**src/rtl/sc_cp0_control.sv**
```systemverilog
// ============================================================================
// Module      : sc_cp0_control
// Description : CP0 state and exception/interrupt sequencing for the
//               single-cycle MIPS core (Status, Cause, EPC, Count, Compare).
// Revision    : 1.0 - initial release
// ============================================================================
`default_nettype none

module sc_cp0_control #(
    parameter logic [31:0] INT_HANDLER_ADDR = 32'h0000_0180,
    parameter logic [7:0]  RESET_STATUS_IM  = 8'h00
) (
    input  logic        clk,
    input  logic        reset_n,
    input  logic        enable,
    input  logic        undefined_instr,
    input  logic        overflow,
    input  logic [31:0] exception_vector,
    input  logic [31:0] pc_current,
    input  logic [4:0]  irq,
    input  logic        eret,
    input  logic        mtc0_we,
    input  logic [4:0]  cp0_addr,
    input  logic [31:0] cp0_wdata,
    output logic [31:0] cp0_rdata,
    output logic        take_exception,
    output logic        kill_instr,
    output logic        pc_redirect,
    output logic [31:0] redirect_pc,
    output logic [31:0] epc,
    output logic        exl
);

    localparam logic [4:0]  c_REG_COUNT   = 5'd9;
    localparam logic [4:0]  c_REG_COMPARE = 5'd11;
    localparam logic [4:0]  c_REG_STATUS  = 5'd12;
    localparam logic [4:0]  c_REG_CAUSE   = 5'd13;
    localparam logic [4:0]  c_REG_EPC     = 5'd14;

    localparam logic [4:0]  c_EXC_INT     = 5'd0;
    localparam logic [4:0]  c_EXC_RI      = 5'd10;
    localparam logic [4:0]  c_EXC_OV      = 5'd12;

    localparam logic [31:0] c_COMPARE_RST = 32'hFFFF_FFFF;

    logic [4:0]  r_sync1;
    logic [4:0]  r_sync2;
    logic [7:0]  r_status_im;
    logic        r_status_exl;
    logic        r_status_ie;
    logic        r_cause_ti;
    logic [1:0]  r_cause_ip_sw;
    logic [4:0]  r_cause_exc;
    logic [31:0] r_epc;
    logic [31:0] r_count;
    logic [31:0] r_compare;

    logic        w_active;
    logic        w_fault;
    logic [7:0]  w_cause_ip;
    logic        w_int_req;
    logic        w_take_fault;
    logic        w_take_int;
    logic        w_do_eret;
    logic        w_do_mtc0;
    logic        w_wr_count;
    logic        w_wr_compare;
    logic        w_timer_hit;

    // Hardware IP bits are the raw synchroniser output; they are never latched.
    always_ff @(posedge clk) begin
        if (!reset_n) begin
            r_sync1 <= 5'd0;
            r_sync2 <= 5'd0;
        end else begin
            r_sync1 <= irq;
            r_sync2 <= r_sync1;
        end
    end

    assign w_active     = reset_n & enable;
    assign w_fault      = undefined_instr | overflow;
    assign w_cause_ip   = {r_cause_ti, r_sync2, r_cause_ip_sw};
    assign w_int_req    = r_status_ie & ~r_status_exl & (|(w_cause_ip & r_status_im));

    // Fixed priority: fault, interrupt, ERET, MTC0.
    assign w_take_fault = w_active & w_fault;
    assign w_take_int   = w_active & ~w_fault & w_int_req;
    assign w_do_eret    = w_active & ~w_fault & ~w_int_req & eret;
    assign w_do_mtc0    = w_active & ~w_fault & ~w_int_req & ~eret & mtc0_we;

    assign w_wr_count   = w_do_mtc0 & (cp0_addr == c_REG_COUNT);
    assign w_wr_compare = w_do_mtc0 & (cp0_addr == c_REG_COMPARE);
    assign w_timer_hit  = (r_count == r_compare);

    always_ff @(posedge clk) begin
        if (!reset_n) begin
            r_status_im   <= RESET_STATUS_IM;
            r_status_exl  <= 1'b0;
            r_status_ie   <= 1'b0;
            r_cause_ti    <= 1'b0;
            r_cause_ip_sw <= 2'b00;
            r_cause_exc   <= 5'd0;
            r_epc         <= 32'd0;
            r_count       <= 32'd0;
            r_compare     <= c_COMPARE_RST;
        end else if (enable) begin
            r_count    <= w_wr_count ? cp0_wdata : r_count + 32'd1;
            // A Compare write clears TI even if the match happens in the same cycle.
            r_cause_ti <= w_wr_compare ? 1'b0 : (r_cause_ti | w_timer_hit);

            if (w_take_fault) begin
                r_cause_exc <= undefined_instr ? c_EXC_RI : c_EXC_OV;
                if (!r_status_exl) begin
                    r_epc        <= pc_current;
                    r_status_exl <= 1'b1;
                end
            end else if (w_take_int) begin
                r_cause_exc  <= c_EXC_INT;
                r_epc        <= pc_current;
                r_status_exl <= 1'b1;
            end else if (w_do_eret) begin
                r_status_exl <= 1'b0;
            end else if (w_do_mtc0) begin
                case (cp0_addr)
                    c_REG_COMPARE: r_compare <= cp0_wdata;
                    c_REG_STATUS: begin
                        r_status_im  <= cp0_wdata[15:8];
                        r_status_exl <= cp0_wdata[1];
                        r_status_ie  <= cp0_wdata[0];
                    end
                    c_REG_CAUSE:   r_cause_ip_sw <= cp0_wdata[9:8];
                    c_REG_EPC:     r_epc         <= cp0_wdata;
                    default:       ;
                endcase
            end
        end
    end

    always_comb begin
        cp0_rdata = 32'd0;
        case (cp0_addr)
            c_REG_COUNT:   cp0_rdata = r_count;
            c_REG_COMPARE: cp0_rdata = r_compare;
            c_REG_STATUS:  cp0_rdata = {16'h0, r_status_im, 6'h0, r_status_exl, r_status_ie};
            c_REG_CAUSE:   cp0_rdata = {16'h0, w_cause_ip, 1'b0, r_cause_exc, 2'b00};
            c_REG_EPC:     cp0_rdata = r_epc;
            default:       cp0_rdata = 32'd0;
        endcase
    end

    always_comb begin
        redirect_pc = 32'd0;
        if (w_take_fault) begin
            redirect_pc = exception_vector;
        end else if (w_take_int) begin
            redirect_pc = INT_HANDLER_ADDR;
        end else if (w_do_eret) begin
            redirect_pc = r_epc;
        end
    end

    assign take_exception = w_take_fault | w_take_int;
    assign kill_instr     = w_take_fault | w_take_int;
    assign pc_redirect    = w_take_fault | w_take_int | w_do_eret;
    assign epc            = r_epc;
    assign exl            = r_status_exl;

endmodule

`default_nettype wire
```
**config.mk**
```make
export PLATFORM = sky130hd
export DESIGN_NAME = sc_cp0_control
export DESIGN_NICKNAME = d
export VERILOG_FILES = /design/src/rtl/sc_cp0_control.sv
export SDC_FILE = /design/constraint.sdc
export NUM_CORES = 1
export LEC_CHECK = 0
export CELL_PAD_IN_SITES_DETAIL_PLACEMENT = 1
export CELL_PAD_IN_SITES_GLOBAL_PLACEMENT = 2
export CORE_ASPECT_RATIO = 1.1
export CORE_MARGIN = 2
export CORE_UTILIZATION = 29
export CTS_BUF_LIST = sky130_fd_sc_hd__clkbuf_4
export DETAILED_ROUTE_END_ITERATION = 8
export GPL_TIMING_DRIVEN = 1
export HOLD_SLACK_MARGIN = 0.15
export PLACE_DENSITY_LB_ADDON = 0.1
export SLEW_MARGIN = 20
export SYNTH_ARGS = -nofsm -noshare
export SYNTH_HDL_FRONTEND = slang
export SYNTH_SLANG_ARGS = --single-unit
```
**constraint.sdc**
```tcl
create_clock -name clk -period 7.5 [get_ports clk]
set_clock_uncertainty 0.1 [all_clocks]
set_input_delay 1.5 -clock clk [delete_from_list [all_inputs] [get_ports clk]]
set_output_delay 1.5 -clock clk [all_outputs]
set_load 0.05 [all_outputs]
```
# After elaboration in Yosys (flattened, before gate mapping)

Index checks and enable logic that the tools add are counted.
W data, S select, Z words.

Muxes and demuxes: 20
Multiply operators: 0
$add $sub $neg: 1
Equal/unequal tests: 8
Reductions and logical operators: 12
Order comparisons: 0
Bitwise gates (word level): 24
Shift-type cells: 0
Div/mod/pow operators: 0

Operators with widths:

| operator                | count |
|---|---|
| $mux W32                | 10 |
| $pmux W32 S5            | 1 |
| $add A32 B1 Y32 const B | 1 |
| $eq A32 B32 Y1          | 1 |
| $eq A5 B4 Y1 const B    | 5 |
| $reduce_and A6 Y1       | 3 |
| $and A1 B1 Y1           | 12 |
| $mux W5                 | 2 |
| $and A8 B8 Y8           | 1 |
| $reduce_bool A4 Y1      | 2 |
| $reduce_or A8 Y1        | 1 |
| $not A1 Y1              | 7 |
| $mux W1                 | 6 |
| $reduce_bool A3 Y1      | 2 |
| $reduce_and A5 Y1       | 1 |
| $or A1 B1 Y1            | 4 |
| $mux W3                 | 1 |
| $ne A3 B3 Y1 const B    | 1 |
| $reduce_and A3 Y1       | 1 |
| $ne A2 B2 Y1 const B    | 1 |
| $reduce_and A2 Y1       | 1 |
| $reduce_bool A2 Y1      | 1 |

Output and inout bits: 100
Word-level logic and storage cells: 76
Latch bits: 0
Input port bits: 113
Bits in writable memories: 0
Memories: 0
Flip-flop bits (word level): 124
Memory bits (read-only): 0

# Longest topological paths before layout

Depth after elaboration: 11
Gate-level depth with buffers: 8
Gate-level depth less buffers: 6

# Worst setup path before layout

OpenSTA, ideal clock, no wires.

Path kind: input port to output port
From: input cp0_addr[1]
To: output cp0_rdata[13]
Buffers on the path: 2
Cell stages on the path: 4
Slack: 2.406 ns
Arrival: 3.494 ns
Cell sequence: clkbuf_1 -> buf_1 -> mux2i_1 -> o21ai_0

Cells in the longest elaborated chain, start to end: 2
Elaborated cells between the ends (all ways): 6
Classes of those cells: eq/ne: 5; mux: 1

Ends and longest elaborated chain:

| item               | line | source |
|---|---|---|
| start: declaration | 23   | `input logic [4:0] cp0_addr,` |
| $eq A5 B4 Y1       | 142  | `case (cp0_addr)` |
| $pmux W32 S5 (*)   | 142  |  |
| end: declaration   | 25   | `output logic [31:0] cp0_rdata,` |

Mark *: on every way between the ends. The rest lies on a longest branch, timed or not.

# Worst setup path in the final report

From: input cp0_addr[0]
To: output cp0_rdata[14]

The elaborated chain is that of the path after synthesis.

==> results.tsv <==
stage	metric	value	unit
logic_synthesis	synth_area_per_cell	7.71	µm²
logic_synthesis	synth_async_sr_flop_share	0	%
global_routing	grt_pass1_vias	7719	
clock_network	post_cts_resized	0	
place	place_congestion	0.801	
place	place_inst	1383	
timing	worstMarginPinSlew	1.07	ns
drt	routed_via_density	5.47	
timing	fin_crit_sh	81.2	%
global_routing	antenna_found_initial	1	
place	place_ws	1.45	ns
power	leakagePower	3.82	nW
clock_network	cts.path.max_buffers	2	
critical_path	cp-start-kind	input port	
clock_network	clkSlewWorstSetupHoldPaths	0.11	ns
drt	ant_nets	0	
layout	fillers	2944	
critical_path	worstSetupEndpointType	output port	
logic_synthesis	synth_cells	937	
timing	max_freq	164	MHz
timing	setup_violations	0	
clock_network	insertion_delay	0.55	ns
timing	period_needed	6.09	ns
global_routing	grt_max_degree	69	
critical_path	cpPeakStageDelay	0.84	ns
critical_path	cp.arrival	4.49	ns
min_path	whs_path_depth	1	
place	dp_hpwl	24000	µm
logic_synthesis	synth.yosys.warnings	0	
drt	drt_drc_violations_left	0	
global_routing	grt_use_total	24.5	%
logic_synthesis	synth_cell_types	65	
min_path	worstHoldStart	r_sync1[1]$_SDFF_PN0_	
drt	post_drt_wl_per_cell	22.8	µm
critical_path	crit_required	5.90	ns
global_routing	grt_overflow_total	0	
floorplanning	pin_count	213	
outcome	outcome	complete, no violations	
logic_synthesis	ys.flop_type	dfxtp_1	
power	total_power	1.53	mW
critical_path	criticalPathCategory	in2out	
critical_path	path_buf_inv	3	
layout	fin_util	41.2	%
min_path	hold_end	r_sync2[1]$_SDFF_PN0_	
critical_path	reg2reg_slack	4.54	ns
critical_path	r2r_end	r_count[11]$_SDFFE_PN0P_	
timing	rsz0062_at_grt	no	
critical_path	critPathMaxFanout	20	
logic_synthesis	syn_nets	1051	
timing	slew_violations	0	
logic_synthesis	synthesis.area	7230	µm²
layout	drive_above_1_share	8.78	%
timing	final-hold-violation-count	0	
logic_synthesis	ys_ff_latch	122	
logic_synthesis	yosysSeqAreaShare	33.8	%
critical_path	worstReg2RegStart	r_cause_ti$_SDFFE_PN0P_	
flow_run	maxCapViolCount	0	
place	io_buffers	212	
clock_network	post_cts_buffers	0	
floorplanning	die_height	170	µm
drt	via_count	7752	
floorplanning	die_area	26200	µm²
clock_network	clock_sinks	122	
critical_path	crit_path_top_delay_cell	clkdlybuf4s50_1	
layout	most-common-layout-cells	clkdlybuf4s50_1 (180), nand2_1 (172), dfxtp_1 (122)	
layout	final_common_cell	clkdlybuf4s50_1	
clock_network	cts_root_buffer	clkbuf_4	
min_path	hold_path.class	reg2reg	
layout	final_nets	1206	
clock_network	cts_tree	done	
power	cellPowerDensity	152	nW/µm²
drt	dr.pass1.iters	5	
global_routing	grt_pass1_wl	49200	µm
clock_network	cts_hold_buf	0	
timing	tns	0	ns
timing	slew_headroom	28.6	%
place	placed_cell_area	9780	µm²
clock_network	cts_made_buffers	17	
floorplanning	rows	60	
drt	drtIter0Drc	407	
logic_synthesis	synth_edf_count	0	
power	irDropWorstVdd	0.0000824	V
layout	final_cell_area	10100	µm²
timing	setup_slack	1.41	ns
critical_path	crit_family	buffers and inverters	
drt	wirelength	32300	µm
floorplanning	coreArea	24500	µm²
floorplanning	start_util	29.5	%
layout	areaGrowthSynthToFinish	39.6	%
timing	whs	0.352	ns
critical_path	crit_path_cell_trace	clkdlybuf4s50_1, nand2b_1, nor2_2, buf_4, a21oi_1, o21ai_0, clkdlybuf4s50_1	
clock_network	h-tree-depth	4	
critical_path	r2r_cells	5	
floorplanning	die_w	155	µm
critical_path	crit_top_cell	clkdlybuf4s50_1	
layout	stdcell_count	1416	
[kinds of logic (layout without fill, tap and decap cells)]
logic type | count (synthesis) | in the layout | synth area share, %
AOI/OAI and AO/OA | 242 | 242 | 22.6
other | 0 | 1 | 0
DFF | 122 | 122 | 33.8
xor gates and xnor gates | 32 | 32 | 3.88
adders and majority gates | 1 | 1 | 0.173
and+or+nand+nor | 372 | 372 | 24.4
buffers and inverters | 106 | 274 | 6.39
muxes | 62 | 62 | 8.71
[state kept, by name (all words and copies together) (netlist names), 2 cells and up]
signal,flops
r_status_im,8
r_sync2,5
r_compare,32
r_count,32
r_cause_ip_sw,2
r_sync1,5
r_cause_exc,3
epc,32
[worst max-delay path by stage]
stage | from | depth (start not counted) | endpoint | slack, ns
after CTS | cp0_addr[0] | 7 | cp0_rdata[14] | 1.44
after global routing | cp0_addr[0] | 7 | cp0_rdata[18] | 1.27
after floorplan | cp0_addr[1] | 4 | cp0_rdata[13] | 2.41
after detailed placement | cp0_addr[0] | 7 | cp0_rdata[14] | 1.45
final | cp0_addr[0] | 7 | cp0_rdata[14] | 1.41
after global placement | cp0_addr[0] | 7 | cp0_rdata[13] | 1.52
[synth_stat cells (all sizes together), types with 6 or more instances]
library cell  instances  share of area (%)
nand2               173                9.0
dfxtp               122                 34
o21ai                82                5.7
clkbuf               57                3.0
mux2i                55                7.6
nand3                55                3.9
nor2                 49                2.6
buf                  38                2.9
a31oi                37                3.2
a22o                 34                4.1
a21oi                27                1.9
xnor2                27                3.3
nand4                17                1.6
a32o                 13                1.8
and2                 13                1.1
nor3                 11               0.92
and3                 10               0.87
inv                  10               0.52
or4                   9               0.93
mux2                  7                1.1
nor4                  7               0.61
nand2b                6               0.52
o41ai                 6               0.99
[power breakdown]
part	total [mW]	internal, mW	switching, mW
Sequential	0.684	0.664	0.0199
Clock	0.513	0.231	0.282
Combinational	0.335	0.139	0.196
[cell type report]
cell class / instances / area [µm²] / area share [%]
antenna: 1 / 2.50 / 0.0248
clock buffer: 17 / 128 / 1.27
clock inverter: 15 / 178 / 1.76
inverter: 11 / 41.3 / 0.409
multi-input combinational: 709 / 4340 / 43.0
sequential: 122 / 2440 / 24.2
tap: 310 / 388 / 3.85
timing repair buffer: 231 / 2570 / 25.5
[routing by layer]
metal / GRT usage [%] / wire length, µm
met1: 35.0 / 15600
met2: 38.8 / 14700
met3: 4.06 / 1470
met4: 5.48 / 411
met5: 0 / 0
No activity file was read; power rests on OpenSTA's default activity.
